==> src/rtl/vga_anim_pkg.sv <==
// Shared types and default timing for the frame-synchronised animation controller.
// Widths are fixed by the sync generator and sprite renderer interfaces.
package vga_anim_pkg;

  typedef enum logic {
    OPEN   = 1'b0,
    CLOSED = 1'b1
  } blink_state_t;

  typedef enum logic {
    RAISE = 1'b0,
    LOWER = 1'b1
  } wave_state_t;

  localparam int unsigned V_ACTIVE_DEF     = 480;
  localparam int unsigned BLINK_PERIOD_DEF = 180;
  localparam int unsigned BLINK_LEN_DEF    = 8;
  localparam int unsigned WAVE_MAX_DEF     = 30;
  localparam int unsigned WAVE_STEP_DEF    = 2;

  localparam int unsigned POS_W   = 10;
  localparam int unsigned COUNT_W = 8;
  localparam int unsigned DY_W    = 5;

endpackage

==> src/rtl/vga_anim_timer_if.sv <==
// Beam position in, animation state out, between sync generator, controller and renderer.
// master = the video pipeline around the controller, slave = the controller itself.
interface vga_anim_timer_if;
  import vga_anim_pkg::*;

  logic [POS_W-1:0]   hpos;
  logic [POS_W-1:0]   vpos;
  logic               pause;
  logic               blink_btn;
  logic               frame_tick;
  logic [COUNT_W-1:0] frame_count;
  logic               eyes_closed;
  logic [DY_W-1:0]    arm_left_dy;
  logic [DY_W-1:0]    arm_right_dy;

  modport master (
    output hpos, vpos, pause, blink_btn,
    input  frame_tick, frame_count, eyes_closed, arm_left_dy, arm_right_dy
  );

  modport slave (
    input  hpos, vpos, pause, blink_btn,
    output frame_tick, frame_count, eyes_closed, arm_left_dy, arm_right_dy
  );

endinterface

==> src/rtl/btn_sync_edge.sv <==
// Two-flop synchroniser for an asynchronous push-button followed by a rising-edge pulse.
// The pulse is one clock wide and appears two clocks after the button is first sampled high.
module btn_sync_edge (
  input  logic clk,
  input  logic reset,
  input  logic btn,
  output logic rise
);

  logic sync_a;
  logic sync_b;
  logic prev;

  always_ff @(posedge clk) begin
    if (reset) begin
      sync_a <= 1'b0;
      sync_b <= 1'b0;
      prev   <= 1'b0;
    end else begin
      sync_a <= btn;
      sync_b <= sync_a;
      prev   <= sync_b;
    end
  end

  assign rise = sync_b & ~prev;

endmodule

==> src/rtl/vga_anim_timer.sv <==
// Frame-counted eye blink and arm wave; all state moves only on the start-of-vblank tick.
//   state  | meaning
//   OPEN   | eyes open, blink_cnt counts frames toward the next automatic blink
//   CLOSED | eyes closed, blink_cnt counts frames of the current blink
//   RAISE  | arm_left_dy climbing toward WAVE_MAX
//   LOWER  | arm_left_dy falling toward 0
module vga_anim_timer
  import vga_anim_pkg::*;
#(
  parameter int unsigned V_ACTIVE     = V_ACTIVE_DEF,
  parameter int unsigned BLINK_PERIOD = BLINK_PERIOD_DEF,
  parameter int unsigned BLINK_LEN    = BLINK_LEN_DEF,
  parameter int unsigned WAVE_MAX     = WAVE_MAX_DEF,
  parameter int unsigned WAVE_STEP    = WAVE_STEP_DEF
) (
  input logic             clk,
  input logic             reset,
  vga_anim_timer_if.slave bus
);

  localparam logic [COUNT_W-1:0] OPEN_LAST   = COUNT_W'(BLINK_PERIOD - 1);
  localparam logic [COUNT_W-1:0] CLOSED_LAST = COUNT_W'(BLINK_LEN - 1);
  localparam logic [DY_W-1:0]    MAX_DY      = DY_W'(WAVE_MAX);
  localparam logic [DY_W:0]      MAX_WIDE    = (DY_W+1)'(WAVE_MAX);
  localparam logic [DY_W:0]      STEP_WIDE   = (DY_W+1)'(WAVE_STEP);

  logic               tick_q;
  logic [COUNT_W-1:0] frame_cnt_q;
  blink_state_t       blink_q, blink_d;
  logic [COUNT_W-1:0] blink_cnt_q, blink_cnt_d;
  logic               blink_pend_q, blink_pend_d;
  wave_state_t        wave_q, wave_d;
  logic [DY_W-1:0]    dy_q, dy_d;
  logic               btn_rise;
  logic               tick_hit;
  logic               advance;
  logic [DY_W:0]      raise_sum;
  logic [DY_W:0]      lower_diff;

  btn_sync_edge u_btn (
    .clk   (clk),
    .reset (reset),
    .btn   (bus.blink_btn),
    .rise  (btn_rise)
  );

  assign tick_hit = (bus.hpos == '0) && (bus.vpos == POS_W'(V_ACTIVE));
  assign advance  = tick_q & ~bus.pause;

  always_ff @(posedge clk) begin
    if (reset) begin
      tick_q       <= 1'b0;
      frame_cnt_q  <= '0;
      blink_q      <= OPEN;
      blink_cnt_q  <= '0;
      blink_pend_q <= 1'b0;
      wave_q       <= RAISE;
      dy_q         <= '0;
    end else begin
      tick_q       <= tick_hit;
      if (tick_q) begin
        frame_cnt_q <= frame_cnt_q + 1'b1;
      end
      blink_q      <= blink_d;
      blink_cnt_q  <= blink_cnt_d;
      blink_pend_q <= blink_pend_d;
      wave_q       <= wave_d;
      dy_q         <= dy_d;
    end
  end

  // A button edge landing on the closing tick is swallowed by that blink.
  always_comb begin
    blink_d      = blink_q;
    blink_cnt_d  = blink_cnt_q;
    blink_pend_d = blink_pend_q;
    case (blink_q)
      OPEN: begin
        if (advance && (blink_pend_q || blink_cnt_q == OPEN_LAST)) begin
          blink_d      = CLOSED;
          blink_cnt_d  = '0;
          blink_pend_d = 1'b0;
        end else begin
          if (advance) begin
            blink_cnt_d = blink_cnt_q + 1'b1;
          end
          if (btn_rise) begin
            blink_pend_d = 1'b1;
          end
        end
      end
      CLOSED: begin
        if (advance) begin
          if (blink_cnt_q == CLOSED_LAST) begin
            blink_d     = OPEN;
            blink_cnt_d = '0;
          end else begin
            blink_cnt_d = blink_cnt_q + 1'b1;
          end
        end
      end
    endcase
  end

  // One extra bit of headroom so the clamp never sees a wrapped value.
  assign raise_sum  = {1'b0, dy_q} + STEP_WIDE;
  assign lower_diff = {1'b0, dy_q} - STEP_WIDE;

  always_comb begin
    wave_d = wave_q;
    dy_d   = dy_q;
    if (advance) begin
      case (wave_q)
        RAISE: begin
          if (raise_sum >= MAX_WIDE) begin
            dy_d   = MAX_DY;
            wave_d = LOWER;
          end else begin
            dy_d = raise_sum[DY_W-1:0];
          end
        end
        LOWER: begin
          if ({1'b0, dy_q} <= STEP_WIDE) begin
            dy_d   = '0;
            wave_d = RAISE;
          end else begin
            dy_d = lower_diff[DY_W-1:0];
          end
        end
      endcase
    end
  end

  always_comb begin
    bus.frame_tick   = tick_q;
    bus.frame_count  = frame_cnt_q;
    bus.eyes_closed  = (blink_q == CLOSED);
    bus.arm_left_dy  = dy_q;
    bus.arm_right_dy = MAX_DY - dy_q;
  end

endmodule

==> src/flat_wrapper.sv <==
// flat-port wrapper written by rule: the top's interface ports become plain ports
module vga_anim_timer_flat import vga_anim_pkg::*;
#(
  parameter int unsigned V_ACTIVE     = V_ACTIVE_DEF,
  parameter int unsigned BLINK_PERIOD = BLINK_PERIOD_DEF,
  parameter int unsigned BLINK_LEN    = BLINK_LEN_DEF,
  parameter int unsigned WAVE_MAX     = WAVE_MAX_DEF,
  parameter int unsigned WAVE_STEP    = WAVE_STEP_DEF
)
  (clk, reset, bus_hpos, bus_vpos, bus_pause, bus_blink_btn, bus_frame_tick, bus_frame_count, bus_eyes_closed, bus_arm_left_dy, bus_arm_right_dy);
  vga_anim_timer_if bus_i ();
  input logic clk;
  input logic reset;
  input wire logic [$bits(bus_i.hpos)-1:0] bus_hpos;
  input wire logic [$bits(bus_i.vpos)-1:0] bus_vpos;
  input wire logic [$bits(bus_i.pause)-1:0] bus_pause;
  input wire logic [$bits(bus_i.blink_btn)-1:0] bus_blink_btn;
  output wire logic [$bits(bus_i.frame_tick)-1:0] bus_frame_tick;
  output wire logic [$bits(bus_i.frame_count)-1:0] bus_frame_count;
  output wire logic [$bits(bus_i.eyes_closed)-1:0] bus_eyes_closed;
  output wire logic [$bits(bus_i.arm_left_dy)-1:0] bus_arm_left_dy;
  output wire logic [$bits(bus_i.arm_right_dy)-1:0] bus_arm_right_dy;
  assign bus_i.hpos = bus_hpos;
  assign bus_i.vpos = bus_vpos;
  assign bus_i.pause = bus_pause;
  assign bus_i.blink_btn = bus_blink_btn;
  assign bus_frame_tick = bus_i.frame_tick;
  assign bus_frame_count = bus_i.frame_count;
  assign bus_eyes_closed = bus_i.eyes_closed;
  assign bus_arm_left_dy = bus_i.arm_left_dy;
  assign bus_arm_right_dy = bus_i.arm_right_dy;
  vga_anim_timer #(.V_ACTIVE(V_ACTIVE), .BLINK_PERIOD(BLINK_PERIOD), .BLINK_LEN(BLINK_LEN), .WAVE_MAX(WAVE_MAX), .WAVE_STEP(WAVE_STEP)) u_core (.clk(clk), .reset(reset), .bus(bus_i));
endmodule
==> config.mk <==
export PLATFORM = sky130hd
export DESIGN_NAME = vga_anim_timer_flat
export DESIGN_NICKNAME = d
export VERILOG_FILES = /design/src/rtl/vga_anim_pkg.sv /design/src/rtl/vga_anim_timer_if.sv /design/src/rtl/btn_sync_edge.sv /design/src/rtl/vga_anim_timer.sv /design/src/flat_wrapper.sv
export SDC_FILE = /design/constraint.sdc
export NUM_CORES = 1
export LEC_CHECK = 0
export BUFFER_PORTS_ARGS = -buffer_cell sky130_fd_sc_hd__buf_4
export CORE_MARGIN = 2
export CORE_UTILIZATION = 50
export DETAILED_ROUTE_END_ITERATION = 7
export GPL_ROUTABILITY_DRIVEN = 1
export PLACE_DENSITY = 0.79
export SLEW_MARGIN = 20
export SYNTH_ARGS = -nofsm -noshare
export SYNTH_HDL_FRONTEND = slang
export SYNTH_SLANG_ARGS = --single-unit
==> constraint.sdc <==
create_clock -name clk -period 2.3 [get_ports clk]
set_clock_uncertainty 0.2 [all_clocks]
set_input_delay 0.46 -clock clk [delete_from_list [all_inputs] [get_ports clk]]
set_output_delay 0.46 -clock clk [all_outputs]
set_load 0.01 [all_outputs]
==> results of run 1 <==
[power groups by stage]
stage / sequential, mW / combinational, mW / clock [mW]
2_1_floorplan: 0.482 / 0.0187 / 0
3_3_place_gp: 0.482 / 0.0479 / 0
3_5_place_dp: 0.483 / 0.0500 / 0
4_1_cts: 0.473 / 0.0500 / 0.218
5_1_grt: 0.473 / 0.0540 / 0.230
6_report: 0.473 / 0.0495 / 0.212
[worst max-delay path, stage by stage (launching register included)]
cell                       delay [ns]
sky130_fd_sc_hd__dfxtp_1         0.50
sky130_fd_sc_hd__inv_1           0.13
sky130_fd_sc_hd__ha_1            0.24
sky130_fd_sc_hd__o211ai_1        0.32
sky130_fd_sc_hd__a211oi_1        0.12
sky130_fd_sc_hd__a221oi_1        0.31
[cell usage in the layout, fill, tap and decap left out, types with 2 or more instances in the layout]
cell type / count
sky130_fd_sc_hd__nor4_1: 3
sky130_fd_sc_hd__a311oi_1: 3
sky130_fd_sc_hd__a211oi_1: 2
sky130_fd_sc_hd__a21oi_1: 4
sky130_fd_sc_hd__o21ai_0: 8
sky130_fd_sc_hd__ha_1: 5
sky130_fd_sc_hd__a31oi_1: 2
sky130_fd_sc_hd__nor2b_1: 7
sky130_fd_sc_hd__nand3b_1: 2
sky130_fd_sc_hd__nand2b_1: 2
sky130_fd_sc_hd__conb_1: 2
sky130_fd_sc_hd__nand4_1: 6
sky130_fd_sc_hd__nor3_1: 7
sky130_fd_sc_hd__o22ai_1: 3
sky130_fd_sc_hd__xor2_1: 7
sky130_fd_sc_hd__and3_1: 2
sky130_fd_sc_hd__mux2i_1: 2
sky130_fd_sc_hd__buf_4: 42
sky130_fd_sc_hd__clkbuf_4: 3
sky130_fd_sc_hd__xnor2_1: 5
sky130_fd_sc_hd__or3_1: 3
sky130_fd_sc_hd__nand2_1: 10
sky130_fd_sc_hd__inv_1: 5
sky130_fd_sc_hd__nor2_1: 16
sky130_fd_sc_hd__dfxtp_1: 27
[per-stage QoR]
stage	power, mW	instances	util, %	worst slack [ns]	cell area (um^2)
3_5_place_dp	0.5326	222	62.69	0.3650	1684
6_report	0.7339	226	63.81	0.3832	1714
2_1_floorplan	0.5007	158	-	0.5333	1385
4_1_cts	0.7401	226	63.81	0.3441	1714
3_3_place_gp	0.5303	222	62.69	0.5359	1684
5_1_grt	0.7569	226	63.81	0.2072	1714
[logic make-up after synthesis]
| logic type | Yosys count | share of synthesized area, % |
|---|---|---|
| xor gates and xnor gates | 12 | 7.609 |
| DFF | 27 | 39.13 |
| buffers and inverters | 14 | 5.343 |
| and+or+nand+nor | 65 | 25.36 |
| adders and majority gates | 5 | 4.529 |
| other | 1 | 0.2715 |
| AOI/OAI and AO/OA | 31 | 16.31 |
| muxes | 2 | 1.449 |
[final cells by class]
cell class / count / area, um^2 / share of cell area [%]
Inverter: 5 / 18.77 / 1.095
Clock buffer: 3 / 22.52 / 1.314
Sequential cell: 27 / 540.5 / 31.53
Tap cell: 31 / 38.79 / 2.263
Multi-Input combinational cell: 117 / 770.7 / 44.96
Clock inverter: 1 / 7.507 / 0.4380
Timing Repair Buffer: 42 / 315.3 / 18.39
[sequential cells by signal, indices dropped and copies added, names as in the netlist]
register and cells:
u_core.blink_cnt_q 8, u_core.bus.frame_count 8, u_core.bus.arm_left_dy 4, u_core.blink_pend_q 1, u_core.bus.eyes_closed 1, u_core.bus.frame_tick 1, u_core.u_btn.prev 1, u_core.u_btn.sync_a 1
u_core.u_btn.sync_b 1, u_core.wave_q 1
[how the worst max path moves through the flow]
stage	from	to	slack, ns	depth (start not counted)
floorplan	u_core.bus.arm_left_dy[1]	u_core.bus.arm_left_dy[2]	0.53	5
global placement	bus_pause	u_core.blink_cnt_q[7]	0.54	4
detailed placement	u_core.bus.arm_left_dy[1]	u_core.bus.arm_left_dy[2]	0.37	5
CTS	u_core.bus.arm_left_dy[1]	u_core.bus.arm_left_dy[2]	0.34	5
global route	u_core.bus.arm_left_dy[1]	u_core.bus.arm_left_dy[2]	0.21	5
finish	u_core.bus.arm_left_dy[1]	u_core.bus.arm_left_dy[2]	0.38	5
[per-layer routing]
metal / wire, um / vias to the layer above / share of wire, % / GRT usage (%)
met5: 0 / - / 0 / 0
li1: - / 634 / - / -
met1: 1248 / 579 / 43 / 23.81
met2: 1460 / 43 / 50 / 33.72
met4: 12 / 0 / 0.41 / 3.401
met3: 171 / 2 / 5.9 / 2.304
==> reports/metrics.csv, run 1 <==
stage,metric,value,unit
placement,gpl.final_weighted_congestion,0.8745,
critical_path,timing.critical_path.fanout_max,9,
finish,finish.net_count,225,
logic_synthesis,ys_ff_latch,27,
logic_synthesis,yosys.area.top_type,sky130_fd_sc_hd__dfxtp_1,
logic_synthesis,synth_sequential_area_ratio,39.13,%
power,sw_frac_of_total,22.60,%
die,die_w,56.56,um
die,floorplan.initialDensity,51.42,%
route,routed-via-count,1258,
clock_network,holdBufCountCts,0,
critical_path,ff2ff_setup_slack,0.38,ns
clock_network,skew_pair_late_insertion_delay,0.33,ns
logic_synthesis,yosys.cell_count.top_type,sky130_fd_sc_hd__dfxtp_1,
die,total_die_area,0.003199,mm^2
critical_path,critical_path_required,2.33,ns
worst_hold_path,hold_path.class,primary input to flip-flop,
critical_path,worstSetupStartpointType,flip-flop,
job,drv.max_cap_violation_count,0,
logic_synthesis,ys.flop_type,sky130_fd_sc_hd__dfxtp_1,
logic_synthesis,synthesis.area,0.001381,mm^2
route,drt_drc_violations_left,0,
global_route,antenna_violations_before_repair,0,
global_route,global_route.usage.total,18.66,%
global_route,global_route_wire_length_before_repair,4.857,mm
route,drt_wl_total,2.893,mm
logic_synthesis,cell_count_after_synthesis,157,
critical_path,critPathCaptureType,flip-flop,
timing,fmax,521.7,MHz
timing,drv_slew,0,
power,p_seq_share,64.4,%
die,floorplan.core_area,0.002686,mm^2
logic_synthesis,postSynth.asyncResetShare,0,%
logic_synthesis,commonest_cells_in_the_netlist,"sky130_fd_sc_hd__dfxtp_1, sky130_fd_sc_hd__nor2_1, sky130_fd_sc_hd__nand2_1",
logic_synthesis,yosysTopAreaCellShare,39.13,%
finish,fillerInstances,219,
timing,final.period_utilization,83.34,%
worst_hold_path,min_path_cells,2,
power,p_int,0.5680,mW
die,die_y,56.56,um
global_route,grt_remaining_overflow,0,
power,power.combinational.fraction,6.7,%
critical_path,ff2ff_path_depth,5,
die,floorplan.io_pins,44,
timing,report.final.setup_viol,0,
logic_synthesis,synth-edff-count,0,
route,postRouteAntennaNets,0,
power,switchingPower,0.1659,mW
clock_network,max-clock-path-buffers,2,
finish,antenna_cells,0,
power,leakagePower,0.6760,nW
outcome,run_status,"complete, no violations",
placement,dpl.hpwl,2.203,mm
worst_hold_path,hold_crit_endpoint,u_core.u_btn.sync_a,
critical_path,criticalPathCategory,flip-flop to flip-flop,
route,routed_via_density,5.566,
timing,timing.final.hold_violations,0,
logic_synthesis,synthesis.yosys.warnings,0,
global_route,grt_pass1_vias,1165,
timing,unrepaired_setup_endpoints_after_global_routing,false,
die,placement_rows,19,
timing,fin_crit,1.917,ns
power,pwr_density_cell,428.2,mW/mm^2
clock_network,post-cts-setup-buffer-count,0,
clock_network,cts_made_buffers,3,
placement,port_buffers,41,
power,pwr-share-clk,28.8,%
clock_network,numClockSinks,27,
timing,setup-tns-final,0,ns
worst_hold_path,hp-start,bus_blink_btn,
clock_network,postCtsResizedCells,0,
finish,growth_of_design_area_from_synthesis_to_finish,24.09,%
clock_network,cts_tree,built,
clock_network,cts.htree.levels,1,
critical_path,crit-reg2reg-launch,u_core.bus.arm_left_dy[1],
route,avgRoutedWirePerCell,12.80,um
timing,max-slew-margin-rel,60.03,%
route,first_iter_violations,31,
critical_path,r2r_end,u_core.bus.arm_left_dy[2],
logic_synthesis,synth.avg_cell_area,8.798,um^2
finish,post_route_cells_drive_above_1_share,28.72,%
power,vdd_ir_drop_max,301.3,uV
logic_synthesis,synth.distinct_cells,44,
clock_network,cts_root_buf,sky130_fd_sc_hd__clkbuf_4,
timing,worst-slew-pin-transition,0.5911,ns
clock_network,cts.clk_slew.worst_paths,0.14,ns
critical_path,worstPathArrival,1.94,ns
timing,hold-worst-slack,0.1442,ns
global_route,pin_count_of_the_biggest_net_entering_global_routing,24,
route,detail_route.first_pass.iterations,4,
logic_synthesis,netlist_top_cells_area,"sky130_fd_sc_hd__dfxtp_1, sky130_fd_sc_hd__ha_1, sky130_fd_sc_hd__xor2_1",
Power figures use the tool's default switching activity.
==> run 2, diff against run 1 <==
- ABC_AREA: default -> 1
- PLACE_DENSITY: 0.79 -> 0.78
- clock period: 2.3 -> 1.8 ns (I/O delays scaled with it)
==> reports/metrics.csv, run 2 <==
stage,metric,value,unit,change
outcome,run_status,"complete, no violations",,
clock_network,cts.htree.levels,1,,unchanged
clock_network,cts_root_buf,sky130_fd_sc_hd__clkbuf_4,,
power,vdd_ir_drop_max,429.6,uV,+43%
logic_synthesis,commonest_cells_in_the_netlist,"sky130_fd_sc_hd__nor2_1, sky130_fd_sc_hd__nand2_1, sky130_fd_sc_hd__inv_1",,
logic_synthesis,synth_simple_gate_area_share,32.20,%,+6.8 points
logic_synthesis,postSynth.asyncResetShare,0,%,unchanged
logic_synthesis,main_combinational_cell_family_by_area_after_synthesis,simple AND/OR/NAND/NOR gates,,
die,floorplan.core_area,0.002734,mm^2,+1.8%
route,avgRoutedWirePerCell,10.44,um,-18%
finish,growth_of_design_area_from_synthesis_to_finish,27.05,%,
die,floorplan.initialDensity,52.45,%,+1.0 points
critical_path,timing.critical_path.cells,buf_4 -> ha_1 -> inv_1 -> nand2_1 -> o21ai_0 -> nor2_1 -> nand3_1 -> a21oi_1,,
critical_path,criticalPathCategory,flip-flop to flip-flop,,
logic_synthesis,synth.avg_cell_area,6.732,um^2,-23%
critical_path,worstPathArrival,1.74,ns,-0.20 ns
logic_synthesis,muxShareOfSynthArea,0,%,-1.4 points
critical_path,critPathCaptureType,flip-flop,,
power,totalPowerFinal,0.9385,mW,+28%
finish,layout_common_cells,"sky130_fd_sc_hd__buf_4, sky130_fd_sc_hd__nor2_1, sky130_fd_sc_hd__nand2_1",,
route,routed_via_density,5.100,,-8.4%
logic_synthesis,synth_compound_gate_area_share,10.21,%,-6.1 points
clock_network,cts_tree,built,,
critical_path,worstSetupStartpointType,flip-flop,,
global_route,grt_remaining_overflow,0,,unchanged
global_route,pin_count_of_the_biggest_net_entering_global_routing,17,,-29%
die,floorplan.io_pins,44,,unchanged
critical_path,timing.critical_path.fanout_max,5,,-4
clock_network,max-clock-path-buffers,2,,unchanged
finish,post_route_cells_drive_above_1_share,23.55,%,-5.2 points
finish,mostFrequentLayoutCell,sky130_fd_sc_hd__buf_4,,
route,drt_drc_violations_left,0,,unchanged
logic_synthesis,yosys.area_share.adder,4.363,%,-0.17 points
critical_path,critical_path_required,1.87,ns,-0.46 ns
clock_network,cts_made_buffers,3,,unchanged
logic_synthesis,cell_count_after_synthesis,213,,+36%
logic_synthesis,netlist_top_cells_area,"sky130_fd_sc_hd__dfxtp_1, sky130_fd_sc_hd__nor2_1, sky130_fd_sc_hd__nand2_1",,
timing,setup-tns-final,0,ns,unchanged
power,pwr_density_cell,515.2,mW/mm^2,+20%
route,detail_route.first_pass.iterations,4,,unchanged
power,leakagePower,0.8038,nW,+19%
critical_path,crit_slowest_cell,sky130_fd_sc_hd__dfxtp_2,,
logic_synthesis,yosysTopAreaCellShare,37.70,%,-1.4 points
route,postRouteAntennaNets,0,,unchanged
global_route,global_route_wire_length_before_repair,5.216,mm,+7.4%
critical_path,ff2ff_setup_slack,0.13,ns,-0.25 ns
finish,antenna_cells,0,,unchanged
timing,fin_crit,1.672,ns,-0.2451 ns
global_route,antenna_violations_before_repair,0,,unchanged
timing,final.period_utilization,92.87,%,+9.5 points
route,routed-via-count,1479,,+18%
timing,fmax,598.2,MHz,+15%
global_route,grt_pass1_vias,1292,,+11%
logic_synthesis,synthesis.yosys.warnings,0,,unchanged
die,total_die_area,0.003312,mm^2,+3.5%
placement,dpl.hpwl,2.311,mm,+4.9%
timing,drv_slew,0,,unchanged
timing,report.final.setup_viol,0,,unchanged
logic_synthesis,synth-edff-count,0,,unchanged
placement,gpl.final_weighted_congestion,0.9060,,+3.6%
logic_synthesis,synth_xor_area_share,3.665,%,-3.9 points
clock_network,skew_pair_late_insertion_delay,0.33,ns,about the same
logic_synthesis,yosys.cell_count.top_type,sky130_fd_sc_hd__nor2_1,,
timing,timing.final.hold_violations,0,,unchanged
global_route,global_route.usage.total,19.71,%,+1.0 points
clock_network,numClockSinks,27,,unchanged
clock_network,cts.clk_slew.worst_paths,0.15,ns,about the same
logic_synthesis,synthesis.area,0.001434,mm^2,+3.8%
route,first_iter_violations,67,,+120%
worst_hold_path,hold_path.class,primary input to flip-flop,,
die,die_w,57.55,um,+1.8%
logic_synthesis,ys.flop_type,sky130_fd_sc_hd__dfxtp_1,,
logic_synthesis,synth_sequential_area_ratio,37.70,%,-1.4 points
finish,finish.net_count,289,,+28%
logic_synthesis,synth.distinct_cells,26,,-41%
placement,port_buffers,41,,unchanged
route,drt_wl_total,3.029,mm,+4.7%
critical_path,largest_incremental_delay_on_the_critical_path,0.38,ns,-0.12 ns
logic_synthesis,yosys.area.top_type,sky130_fd_sc_hd__dfxtp_1,,
die,placement_rows,19,,unchanged
job,drv.max_cap_violation_count,0,,unchanged
die,die_y,57.55,um,+1.8%
logic_synthesis,ys_ff_latch,27,,unchanged
timing,unrepaired_setup_endpoints_after_global_routing,false,,
[run 2: changes by cell type after synthesis, moves of 8 or more]
cell,delta
sky130_fd_sc_hd__inv_1,+26
sky130_fd_sc_hd__nand3_1,+10
sky130_fd_sc_hd__nor2_1,+25
sky130_fd_sc_hd__nand2_1,+27
sky130_fd_sc_hd__a21oi_1,+8
[run 2: final cells by class]
class / instances / area (um^2)
clock buffer: 3 / 22.52
tap: 31 / 38.79
multi-input combinational: 148 / 730.7
inverter: 33 / 123.9
fill: 272 / 912.1
sequential: 27 / 545.5
clock inverter: 1 / 7.507
timing repair buffer: 47 / 352.8
[run 2: path summary, 6_finish.rpt]
kind / startpoint / endpoint / depth (start not counted)
hold reg to reg: u_core.u_btn.sync_a / u_core.u_btn.sync_b / 2
hold / removal: bus_blink_btn / u_core.u_btn.sync_a / 3
setup reg to reg: u_core.bus.arm_left_dy[1] / u_core.bus.arm_left_dy[2] / 8
setup / recovery: u_core.bus.arm_left_dy[1] / u_core.bus.arm_left_dy[2] / 8
[run 2: where the power goes]
part	switching, mW	internal [mW]	total, mW
Clock	0.184	0.0851	0.269
Sequential	0.00140	0.600	0.602
Combinational	0.0260	0.0416	0.0676
Total	0.212	0.727	0.938
[run 2: routing by layer]
layer | global-route usage [%] | vias up | wire [um]
li1 | - | 760 | -
met1 | 24.96 | 667 | 1400
met2 | 32.14 | 48 | 1381
met3 | 4.989 | 4 | 201
met4 | 7.641 | 0 | 45
met5 | 0 | - | 0
[run 2: stage by stage]
| step | setup slack, ns | util (%) | hold slack, ns | instances | instance area (um^2) |
|---|---|---|---|---|---|
| after floorplan | 0.01292 | - | 0.1883 | 214 | 1438 |
| final | 0.1283 | 66.64 | 0.02026 | 290 | 1822 |
| after global placement | 0.1521 | 65.35 | 0.1891 | 286 | 1787 |
| after detailed placement | 0.1008 | 65.35 | 0.1990 | 286 | 1787 |
| after CTS | 0.06515 | 66.45 | 0.004978 | 290 | 1817 |
| after global routing | 0.001587 | 66.64 | 0.002384 | 290 | 1822 |
[run 2: what timing repair did]
action / CTS / global route
setup endpoints to repair: 0 / 5
buffers inserted: 0 / 0
hold buffers: 0 / 0
resized for setup: 0 / 4
[run 2: cells by family after synthesis]
| logic type | Yosys count |
|---|---|
| AOI/OAI and AO/OA | 29 |
| xor gates and xnor gates | 6 |
| adders and majority gates | 5 |
| buffers and inverters | 39 |
| DFF | 27 |
| other | 1 |
| and+or+nand+nor | 106 |
[run 2: critical path, delay by kind of cell, from the launching register on]
family	cells	cell delay (ns)
AO/OA/AOI/OAI	2	0.22
adder cells (fa/ha/maj)	1	0.20
buffers and inverters	2	0.19
flip-flops	1	0.38
AND/OR/NAND/NOR	3	0.43
==> run 3, diff against run 2 <==
- CTS_CLUSTER_DIAMETER: default -> 120
- CTS_CLUSTER_SIZE: default -> 16
- RECOVER_POWER: default -> 100
==> reports/metrics.csv, run 3 (synthesis results as in run 2) <==
stage,metric,value,unit,change
power,vdd_ir_drop_max,431.3,uV,+0.41%
route,postRouteAntennaNets,0,,unchanged
clock_network,cts.htree.levels,1,,unchanged
timing,drv_slew,0,,unchanged
critical_path,critPathCaptureType,output port,,
clock_network,postCtsResizedCells,0,,unchanged
global_route,global_route.usage.total,19.71,%,unchanged
timing,hold-worst-slack,0.02035,ns,+0.00009460 ns
global_route,pin_count_of_the_biggest_net_entering_global_routing,17,,unchanged
worst_hold_path,hold_path.class,primary input to flip-flop,,
critical_path,criticalPathCategory,flip-flop to output port,,
finish,antenna_cells,0,,unchanged
finish,finish.net_count,289,,unchanged
clock_network,max-clock-path-buffers,2,,unchanged
finish,layout_common_cells,"sky130_fd_sc_hd__nor2_1, sky130_fd_sc_hd__nand2_1, sky130_fd_sc_hd__inv_1",,
clock_network,numClockSinks,27,,unchanged
die,placement_rows,19,,unchanged
critical_path,worstSetupStartpointType,flip-flop,,
power,pwr_density_cell,536.5,mW/mm^2,+4.2%
placement,placed_area,0.001787,mm^2,unchanged
placement,gpl.final_weighted_congestion,0.9060,,unchanged
die,die_y,57.55,um,unchanged
outcome,run_status,"complete, no violations",,
critical_path,ff2ff_path_depth,8,,unchanged
finish,post_route_cells_drive_above_1_share,16.22,%,-7.3 points
route,drt_wl_total,2.985,mm,-1.5%
placement,place.detailed.instances,286,,unchanged
finish,mostFrequentLayoutCell,sky130_fd_sc_hd__nor2_1,,
timing,fmax,597.2,MHz,-0.16%
timing,report.final.setup_viol,0,,unchanged
route,detail_route.first_pass.iterations,4,,unchanged
die,floorplan.initialDensity,52.45,%,unchanged
timing,timing.final.hold_violations,0,,unchanged
clock_network,holdBufCountCts,0,,unchanged
global_route,grt_pass1_vias,1292,,unchanged
power,leakagePower,0.7355,nW,-8.5%
critical_path,worstPathArrival,1.11,ns,-0.63 ns
finish,design_area,0.001750,mm^2,-3.9%
job,drv.max_cap_violation_count,0,,unchanged
die,floorplan.io_pins,44,,unchanged
timing,fin_crit,1.674,ns,+0.002760 ns
clock_network,post-cts-setup-buffer-count,0,,unchanged
global_route,grt_remaining_overflow,0,,unchanged
route,routed-via-count,1482,,+0.20%
worst_hold_path,min_path_cells,3,,unchanged
timing,final.period_utilization,93.03,%,+0.15 points
clock_network,skew_pair_late_insertion_delay,0.33,ns,about the same
route,first_iter_violations,67,,unchanged
placement,port_buffers,41,,unchanged
finish,instances_no_fill,290,,unchanged
finish,growth_of_design_area_from_synthesis_to_finish,22.08,%,
timing,unrepaired_setup_endpoints_after_global_routing,false,,
die,total_die_area,0.003312,mm^2,unchanged
route,avgRoutedWirePerCell,10.29,um,-1.5%
clock_network,cts_root_buf,sky130_fd_sc_hd__clkbuf_4,,
timing,setup-tns-final,0,ns,unchanged
power,totalPowerFinal,0.9392,mW,about the same
die,die_w,57.55,um,unchanged
critical_path,timing.critical_path.fanout_max,6,,+1
clock_network,cts.clk_slew.worst_paths,0.15,ns,about the same
placement,dpl.hpwl,2.311,mm,unchanged
die,floorplan.core_area,0.002734,mm^2,unchanged
clock_network,cts_tree,built,,
global_route,antenna_violations_before_repair,0,,unchanged
global_route,global_route_wire_length_before_repair,5.216,mm,unchanged
route,routed_via_density,5.110,,+0.20%
critical_path,critical_path_required,1.24,ns,-0.63 ns
route,drt_drc_violations_left,0,,unchanged
clock_network,cts_made_buffers,3,,unchanged
==> run 3: changes by cell type in the layout (fill, tap and decap cells not counted), sizes merged <==
cell,delta
buf,-18
clkbuf,+18
==> run 3: metal layers <==
metal,global-route usage [%],share of wire [%],vias up
met2,32.14,46,51
met5,0,0,-
li1,-,-,759
met3,4.989,7.1,2
met4,7.641,0.97,0
met1,24.96,46,670
==> run 3: stage by stage <==
stage                     util, %  worst slack [ns]
after floorplan                 -           0.01292
after global placement      65.35            0.1521
after detailed placement    65.35            0.1008
after CTS                   66.45           0.06515
after global routing        64.03          0.001594
final                       64.03            0.1255
==> run 3: worst max-delay path, cell delays in order, from the launching register on <==
cell	delay, ns
sky130_fd_sc_hd__dfxtp_1	0.39
sky130_fd_sc_hd__clkbuf_1	0.22
sky130_fd_sc_hd__clkbuf_1	0.18
==> run 3: path summary, 6_finish.rpt <==
kind	from	endpoint	slack (ns)
max reg2reg	u_core.bus.arm_left_dy[1]	u_core.bus.arm_left_dy[2]	0.13
max	u_core.bus.frame_tick	bus_frame_tick	0.13
min reg2reg	u_core.u_btn.sync_a	u_core.u_btn.sync_b	0.21
min	bus_blink_btn	u_core.u_btn.sync_a	0.02
==> run 3: where the power goes <==
group / leakage, nW / switching [mW] / total, mW / internal (mW)
logic: 0.502 / 0.0260 / 0.0665 / 0.0405
clock network: 0.0139 / 0.186 / 0.271 / 0.0851
registers: 0.219 / 0.00140 / 0.602 / 0.600
==> run 3: final cells by class <==
| class | instances | area, um^2 |
|---|---|---|
| sequential | 27 | 545.5 |
| clock inverter | 1 | 7.507 |
| inverter | 33 | 123.9 |
| fill | 288 | 983.4 |
| timing repair buffer | 47 | 289.0 |
| tap | 31 | 38.79 |
| clock buffer | 3 | 22.52 |
| multi-input combinational | 148 | 723.2 |
